===== src/rtl/led_pattern_pkg.sv =====
// rtl/led_pattern_pkg.sv - shared mode encodings and sizing helper for the LED pattern engine
package led_pattern_pkg;

  typedef enum logic [1:0] {
    MODE_COUNT  = 2'd0,
    MODE_BLINK  = 2'd1,
    MODE_BOUNCE = 2'd2,
    MODE_ROTATE = 2'd3
  } mode_e;

  // Bits needed to hold the values 0..limit-1 (at least one bit).
  function automatic int regsize(input int limit);
    int r;
    r = 1;
    while ((64'd1 << r) < 64'(limit)) r++;
    return r;
  endfunction

endpackage


===== src/rtl/tick_prescaler.sv =====
// rtl/tick_prescaler.sv - divides the board clock down to one step pulse every TickDiv enabled cycles
module tick_prescaler
  import led_pattern_pkg::*;
#(
  parameter int TickDiv = 12000000
) (
  input  logic clk,
  input  logic rstx,
  input  logic en,
  output logic wrap,
  output logic tick
);

  localparam int CntW = regsize(TickDiv);
  localparam logic [CntW-1:0] CntMax = CntW'(TickDiv - 1);

  logic [CntW-1:0] cnt;

  // wrap marks the edge on which the pattern steps; tick is its registered twin
  assign wrap = en && (cnt == CntMax);

  always_ff @(posedge clk or negedge rstx) begin
    if (!rstx) begin
      cnt  <= '0;
      tick <= 1'b0;
    end else begin
      tick <= wrap;
      if (wrap) cnt <= '0;
      else if (en) cnt <= cnt + CntW'(1);
    end
  end

endmodule


===== src/rtl/led_pattern_gen.sv =====
// rtl/led_pattern_gen.sv - four-mode LED pattern engine with global PWM brightness and selectable polarity
module led_pattern_gen
  import led_pattern_pkg::*;
#(
  parameter int TickDiv   = 12000000,
  parameter int NumLeds   = 8,
  parameter int PwmBits   = 4,
  parameter bit ActiveLow = 1'b1
) (
  input  logic               clk,
  input  logic               rstx,
  input  logic               en,
  input  logic [1:0]         mode,
  input  logic [PwmBits-1:0] brightness,
  output logic               tick,
  output logic [NumLeds-1:0] pattern,
  output logic [NumLeds-1:0] ledx
);

  if (NumLeds < 2 || TickDiv < 2) begin : g_bad_param
    $error("led_pattern_gen: NumLeds and TickDiv must both be >= 2");
  end

  localparam logic [NumLeds-1:0] LsbOnly  = NumLeds'(1);
  localparam logic [NumLeds-1:0] Inactive = {NumLeds{ActiveLow}};

  logic               step;
  mode_e              mode_q, mode_q_n;
  logic               dir_down, dir_down_n;
  logic [NumLeds-1:0] pattern_n, ledx_n;
  logic [PwmBits-1:0] pwm_cnt;
  logic               onehot, pwm_on;

  tick_prescaler #(.TickDiv(TickDiv)) u_prescaler (
    .clk  (clk),
    .rstx (rstx),
    .en   (en),
    .wrap (step),
    .tick (tick)
  );

  always_ff @(posedge clk or negedge rstx) begin
    if (!rstx) begin
      mode_q   <= MODE_COUNT;
      dir_down <= 1'b0;
      pattern  <= '0;
      pwm_cnt  <= '0;
      ledx     <= Inactive;
    end else begin
      mode_q   <= mode_q_n;
      dir_down <= dir_down_n;
      pattern  <= pattern_n;
      pwm_cnt  <= pwm_cnt + PwmBits'(1);
      ledx     <= ledx_n;
    end
  end

  assign onehot = (pattern != '0) && ((pattern & (pattern - LsbOnly)) == '0);

  always_comb begin
    mode_q_n   = mode_q;
    dir_down_n = dir_down;
    pattern_n  = pattern;
    if (step) begin
      if (mode_e'(mode) != mode_q) begin
        // a new mode always restarts from its own start value
        mode_q_n   = mode_e'(mode);
        dir_down_n = 1'b0;
        case (mode_e'(mode))
          MODE_COUNT: pattern_n = '0;
          MODE_BLINK: pattern_n = '1;
          default:    pattern_n = LsbOnly;
        endcase
      end else begin
        case (mode_q)
          MODE_COUNT: pattern_n = pattern + LsbOnly;
          MODE_BLINK: pattern_n = ~pattern;
          MODE_BOUNCE: begin
            if (!onehot) begin
              pattern_n  = LsbOnly;
              dir_down_n = 1'b0;
            end else if (!dir_down) begin
              pattern_n = pattern << 1;
              if (pattern[NumLeds-2]) dir_down_n = 1'b1;
            end else begin
              pattern_n = pattern >> 1;
              if (pattern[1]) dir_down_n = 1'b0;
            end
          end
          default: pattern_n = onehot ? {pattern[NumLeds-2:0], pattern[NumLeds-1]} : LsbOnly;
        endcase
      end
    end
  end

  always_comb begin
    pwm_on = (&brightness) || (pwm_cnt < brightness);
    ledx_n = (pattern & {NumLeds{pwm_on}}) ^ Inactive;
  end

endmodule


===== config.mk =====
export PLATFORM = sky130hd
export DESIGN_NAME = led_pattern_gen
export DESIGN_NICKNAME = d
export VERILOG_FILES = /design/src/rtl/led_pattern_pkg.sv /design/src/rtl/tick_prescaler.sv /design/src/rtl/led_pattern_gen.sv
export SDC_FILE = /design/constraint.sdc
export NUM_CORES = 1
export LEC_CHECK = 0
export ABC_AREA = 1
export BUFFER_PORTS_ARGS = -buffer_cell sky130_fd_sc_hd__buf_4
export CAP_MARGIN = 25
export CORE_MARGIN = 3
export CORE_UTILIZATION = 50
export CTS_BUF_LIST = sky130_fd_sc_hd__clkbuf_8 sky130_fd_sc_hd__clkbuf_16
export DETAILED_ROUTE_END_ITERATION = 12
export HOLD_SLACK_MARGIN = 0.12
export PLACE_DENSITY = 0.68
export SLEW_MARGIN = 30
export SYNTH_ARGS = -nofsm -noshare
export SYNTH_HDL_FRONTEND = slang
export SYNTH_SLANG_ARGS = --single-unit

===== constraint.sdc =====
create_clock -name clk -period 4.85 [get_ports clk]
set_clock_uncertainty 0.05 [all_clocks]
set_input_delay 0.2425 -clock clk [delete_from_list [all_inputs] [get_ports clk]]
set_output_delay 0.2425 -clock clk [all_outputs]
set_load 0.01 [all_outputs]

==> After elaboration in Yosys (flattened, before gate mapping) <==
Index checks and enable logic that the tools add are counted.
{ "totals": {"elab_cells": 47, "input_bits": 9, "output_inout_bits": 17, "register_bits": 48} }
{ "op_classes": {"n_lt_le_gt_ge": 1, "bitwise_logic": 4, "mux": 14, "add_sub_neg": 4, "n_eq_ne": 5, "n_reduce_logical": 12} }
{ "op_table": {"columns": ["op", "count"], "rows": [
  ["24-bit two-way mux", 2],
  ["8-bit two-way mux", 4],
  ["24-bit by 1-bit adder with 24-bit output (second input constant)", 1],
  ["24-bit equality test (second input constant)", 1],
  ["8-bit one-hot mux with 3 select lines", 1],
  ["8-bit AND", 2],
  ["8-bit inverter", 2],
  ["8-bit one-hot mux with 2 select lines", 1],
  ["8-bit by 1-bit adder with 8-bit output (second input constant)", 1],
  ["8-bit logical NOT", 1],
  ["8-bit nonzero test", 1],
  ["8-bit by 1-bit subtractor with 8-bit output (second input constant)", 1],
  ["1-bit two-way mux", 6],
  ["4-bit by 1-bit adder with 4-bit output (second input constant)", 1],
  ["2-bit by 1-bit equality test with 1-bit output (second input constant)", 2],
  ["2-bit logical NOT", 2],
  ["4-bit less-than comparator", 1],
  ["2-bit AND reduction", 2],
  ["4-bit AND reduction", 1],
  ["2-bit nonzero test", 2],
  ["2-bit equality test (second input constant)", 1],
  ["1-bit logical AND", 2],
  ["2-bit inequality test", 1],
  ["1-bit logical OR", 1]
]} }

==> Longest topological paths before layout <==
{ "depth": {"ltp_word": 7, "mapped_depth": 13, "mapped_depth_nobuf": 12} }

==> Hierarchy <==
Synthesis repeated with hierarchy kept, for this count alone.
{ "unflattened": {"cells_unflattened": 439, "area_unflattened_um2": 3076.7} }
{ "modules_own_cells": {"columns": ["mod", "cells_each", "seq_area_each_um2", "n_inst", "area_per_inst_um2"], "rows": [
  ["led_pattern_gen", 211, 585.6, 1, 1554.0],
  ["tick_prescaler", 228, 625.6, 1, 1522.7]
]} }

==> Least setup slack after synthesis <==
Ideal clock, no wire load.
{ "synth_timing": {"path_type": "reg2reg", "from": "register pattern[1]", "to": "register pattern[7]", "setup_time_ns": 0.073, "setup_slack_ns": 3.019, "path_buffers": 2, "path_stages_with_launch": 13, "synth_period_minus_slack_ns": 1.831, "arrival_ns": 1.708, "path_cell_list": "dfrtp_1 > buf_6 > inv_1 > ha_1 > inv_1 > a21oi_1 > nand3_4 > nor2_8 > buf_12 > nand3_2 > o21ai_1 > nand2_1 > a21oi_2"} }
{ "synth_via": {"elab_chain_cells": 7, "word_cells_on_any_way": 10, "classes_between": "add/sub (2); mux (4); bitwise (1); reduce/logical (3)"} }
{ "synth_lines": {"columns": ["item", "line_no", "rtl"], "rows": [
  ["start: declaration", "led_pattern_gen.sv:16", "output logic [NumLeds-1:0] pattern,"],
  ["start signal: assignment", "led_pattern_gen.sv:52", "pattern <= pattern_n;"],
  ["8-bit by 1-bit subtractor with 8-bit output", "led_pattern_gen.sv:58", "assign onehot = (pattern != '0) && ((pattern & (pattern - LsbOnly)) == '0);"],
  ["8-bit AND", "led_pattern_gen.sv:58", null],
  ["8-bit logical NOT", "led_pattern_gen.sv:58", null],
  ["1-bit logical AND", "led_pattern_gen.sv:58", null],
  ["8-bit two-way mux, on equally long branches", "led_pattern_gen.sv:90, led_pattern_gen.sv:79", null],
  ["8-bit one-hot mux with 3 select lines *", "led_pattern_gen.sv:75", "case (mode_q)"],
  ["8-bit two-way mux *", "led_pattern_gen.sv:65", "if (mode_e'(mode) != mode_q) begin"]
]} }
Every way passes the cells marked *; elsewhere a longest branch is shown, timed or not.
A chain may end at the register's enable or synchronous reset.

==> Worst setup path in the final report <==
{ "layout_timing": {"from": "register pattern[1]", "to": "register pattern[0]"} }
Same word-level chain as after synthesis.

==> results.json <==
{
  "worstPathMaxFanout": 15,
  "syn_area_per_cell_sq_um": 7.77,
  "worstSetupEndpointType": "flip-flop",
  "cts.root.buffer_cell": "clkbuf_8",
  "cellLeakagePower_nw": 1.69,
  "combinationalPowerShare_pct": 14.0,
  "rsz0062_at_grt": "no",
  "yosysMostFrequentCell": "nand2_1",
  "rows": 28,
  "clkPwrFrac_pct": 29.2,
  "core_area_sq_um": 6060,
  "status": "finished clean",
  "layout-drive-gt1-share_pct": 21.8,
  "cts_made_buffers": 5,
  "overflow": 0,
  "io_buffers": 25,
  "synth-main-ff-cell": "dfrtp_1",
  "grt_pass1_vias": 2528,
  "p_per_area_nw_per_um2": 235,
  "p_int_w": 0.000574,
  "initial_core_util_pct": 52.7,
  "setup_violations": 0,
  "yosys_warnings": 0,
  "post-route-drc-count": 0,
  "firstDrtPassIters": 4,
  "synthArstFlopShare_pct": 100,
  "dp_hpwl_microns": 5080,
  "ctsLongestPathBuffers": 2,
  "required_ns": 4.99,
  "clkLatencyLatePin_ns": 0.30,
  "hold_viol": 0,
  "fin_cells": 507,
  "hold_class": "in2reg",
  "layout_min_cycle_time_ns": 2.09,
  "dp_cells": 498,
  "antenna_left": 0,
  "die-width_microns": 85.9,
  "max_slew_margin_pct": 56.8,
  "grt_max_degree": 49,
  "cap_violations": 0,
  "fp.dieH_microns": 85.9,
  "dieArea_sq_um": 7380,
  "numClockSinks": 48,
  "critPathArrivalTime_ns": 2.23,
  "syn-num-nets": 427,
  "p_switching_w": 0.000240,
  "crit_type": "reg2reg",
  "antenna_found_initial": 0,
  "wirelength_microns": 6790,
  "via_per_inst": 5.28,
  "place_ws_ns": 2.78,
  "fin_util_pct": 57.1,
  "maxSlewViolCount": 0,
  "fmax_ghz": 0.479,
  "nets": 447,
  "wl_per_cell_microns": 13.4,
  "cts_tree": "built",
  "ir_worst_vdd_mv": 0.177,
  "ys_seq_area_share_pct": 37.9,
  "ctsResizeCount": 0,
  "tightest_slew_ns": 0.644,
  "synth_commonest_cells": "76 x nand2_1, 49 x inv_1, 40 x dfrtp_1",
  "fin_tns_setup_ns": 0,
  "htreeDepth": 2,
  "clk_pin_slew_ns": 0.09,
  "switching_share_pct": 29.5,
  "pin_count": 26,
  "synth-edff-count": 0,
  "synth_top_area_share_pct": 31.4,
  "n_antenna_cell": 0,
  "drt-initial-drc-count": 166,
  "ys_ff_latch": 48,
  "post-route-period-util_pct": 43.0,
  "yosys-top-cells-area": "dfrtp_1 31%, nand2_1 8.9%, dfstp_2 6.6%",
  "grt_use_total_pct": 19.4,
  "dr_total_vias": 2679,
  "grt_pass1_wl_microns": 11700,
  "gp_congestion": 0.917,
  "synth_cell_types": 40,
  "pwr-share-seq_pct": 56.9,
  "crit_path_start_kind": "flip-flop",
  "netlist_area_sq_um": 3190,
  "synth_top_area_cell": "dfrtp_1",
  "synthCells": 411,
  "fin_ws_ns": 2.76,
  "area_delta_synth_final_pct": 8.35
}
[cell families after synthesis]
| family | Yosys count | share of synthesized area, % |
|---|---|---|
| xor gates and xnor gates | 13 | 3.57 |
| DFF | 48 | 37.9 |
| buffers and inverters | 75 | 11.0 |
| adders and majority gates | 7 | 2.74 |
| AOI/OAI and AO/OA | 69 | 11.5 |
| and+or+nand+nor | 199 | 33.2 |
[state kept, by name, indices dropped and copies added, names as in the netlist]
| signal | count |
|---|---|
| dir_down | 1 |
| ledx | 8 |
| mode_q | 2 |
| pattern | 8 |
| pwm_cnt | 4 |
| u_prescaler.cnt | 24 |
| u_prescaler.tick | 1 |
[final cells by class]
class,instances,area [sq um]
fillers,586,2600
multi-input cells,288,1630
flip-flops and latches,48,1210
inverters,62,234
repair buffers,26,198
well taps,75,93.8
clock buffers,5,68.8
clock inverters,3,23.8
[per-layer routing]
metal	track usage (%)	wire (microns)	part of all wire, %
met5	0	0	0
met4	3.60	43	0.63
met3	3.46	418	6.2
met2	30.4	3030	45
met1	28.2	3300	49
[worst max-delay path, cell delays in order (launching register included)]
cell and delay, ns:
dfrtp_1 0.52, inv_1 0.13, ha_1 0.22, inv_1 0.05, a21oi_1 0.21, nand3_4 0.12, nor2_8 0.24, nand3_1 0.13
a21oi_1 0.16, nand2_1 0.06, nand2_1 0.05, nand2_1 0.04
[stage by stage]
stage | instance area, sq um | total power [W] | hold WS [ns]
detailed placement | 3360 | 0.000585 | 0.238
global placement | 3360 | 0.000580 | 0.237
finish | 3460 | 0.000814 | 0.187
CTS | 3460 | 0.000826 | 0.175
floorplan | 3190 | 0.000551 | -0.103
global route | 3460 | 0.000861 | 0.182
[repair_timing]
action                    CTS  global route
hold endpoints to repair   40             0
hold buffers                1             0
buffers inserted            0             0
[power groups by stage]
stage               registers [W]  logic (W)  clock network [W]
finish                   0.000463   0.000114           0.000238
global route             0.000468   0.000131           0.000262
CTS                      0.000463   0.000116           0.000248
detailed placement       0.000469   0.000116                  0
global placement         0.000469   0.000111                  0
floorplan                0.000457  0.0000941                  0
[placed cells by master, fill, tap and decap left out, types with 3 or more instances in the layout]
cell / Yosys / routed
clkbuf_8: 0 / 5
xnor2_1: 4 / 4
xor2_1: 9 / 9
nand4_1: 6 / 6
ha_1: 7 / 7
nor3_1: 7 / 7
inv_1: 49 / 49
nand3_1: 36 / 36
nand2_1: 76 / 76
dfstp_2: 8 / 8
nand2_2: 7 / 7
nand3_2: 9 / 9
buf_4: 2 / 25
nor2_2: 9 / 9
nor2_1: 32 / 32
a21oi_1: 34 / 34
inv_2: 11 / 11
dfrtp_1: 40 / 40
nor2_4: 3 / 3
o21ai_0: 14 / 14
o21ai_1: 13 / 13
[worst paths after layout]
kind / cells past startpoint / slack [ns] / to / startpoint
worst max register to register: 11 / 2.76 / pattern[0] / pattern[1]
max in group asynchronous: 2 / 3.91 / u_prescaler.cnt[18] / rstx
min in group asynchronous: 2 / 0.43 / pwm_cnt[2] / rstx
worst min register to register: 1 / 0.42 / pwm_cnt[0] / pwm_cnt[0]
worst max-delay path: 11 / 2.76 / pattern[0] / pattern[1]
worst min-delay path: 2 / 0.19 / u_prescaler.cnt[0] / en
Note: power is estimated with default switching activity, not from simulation.
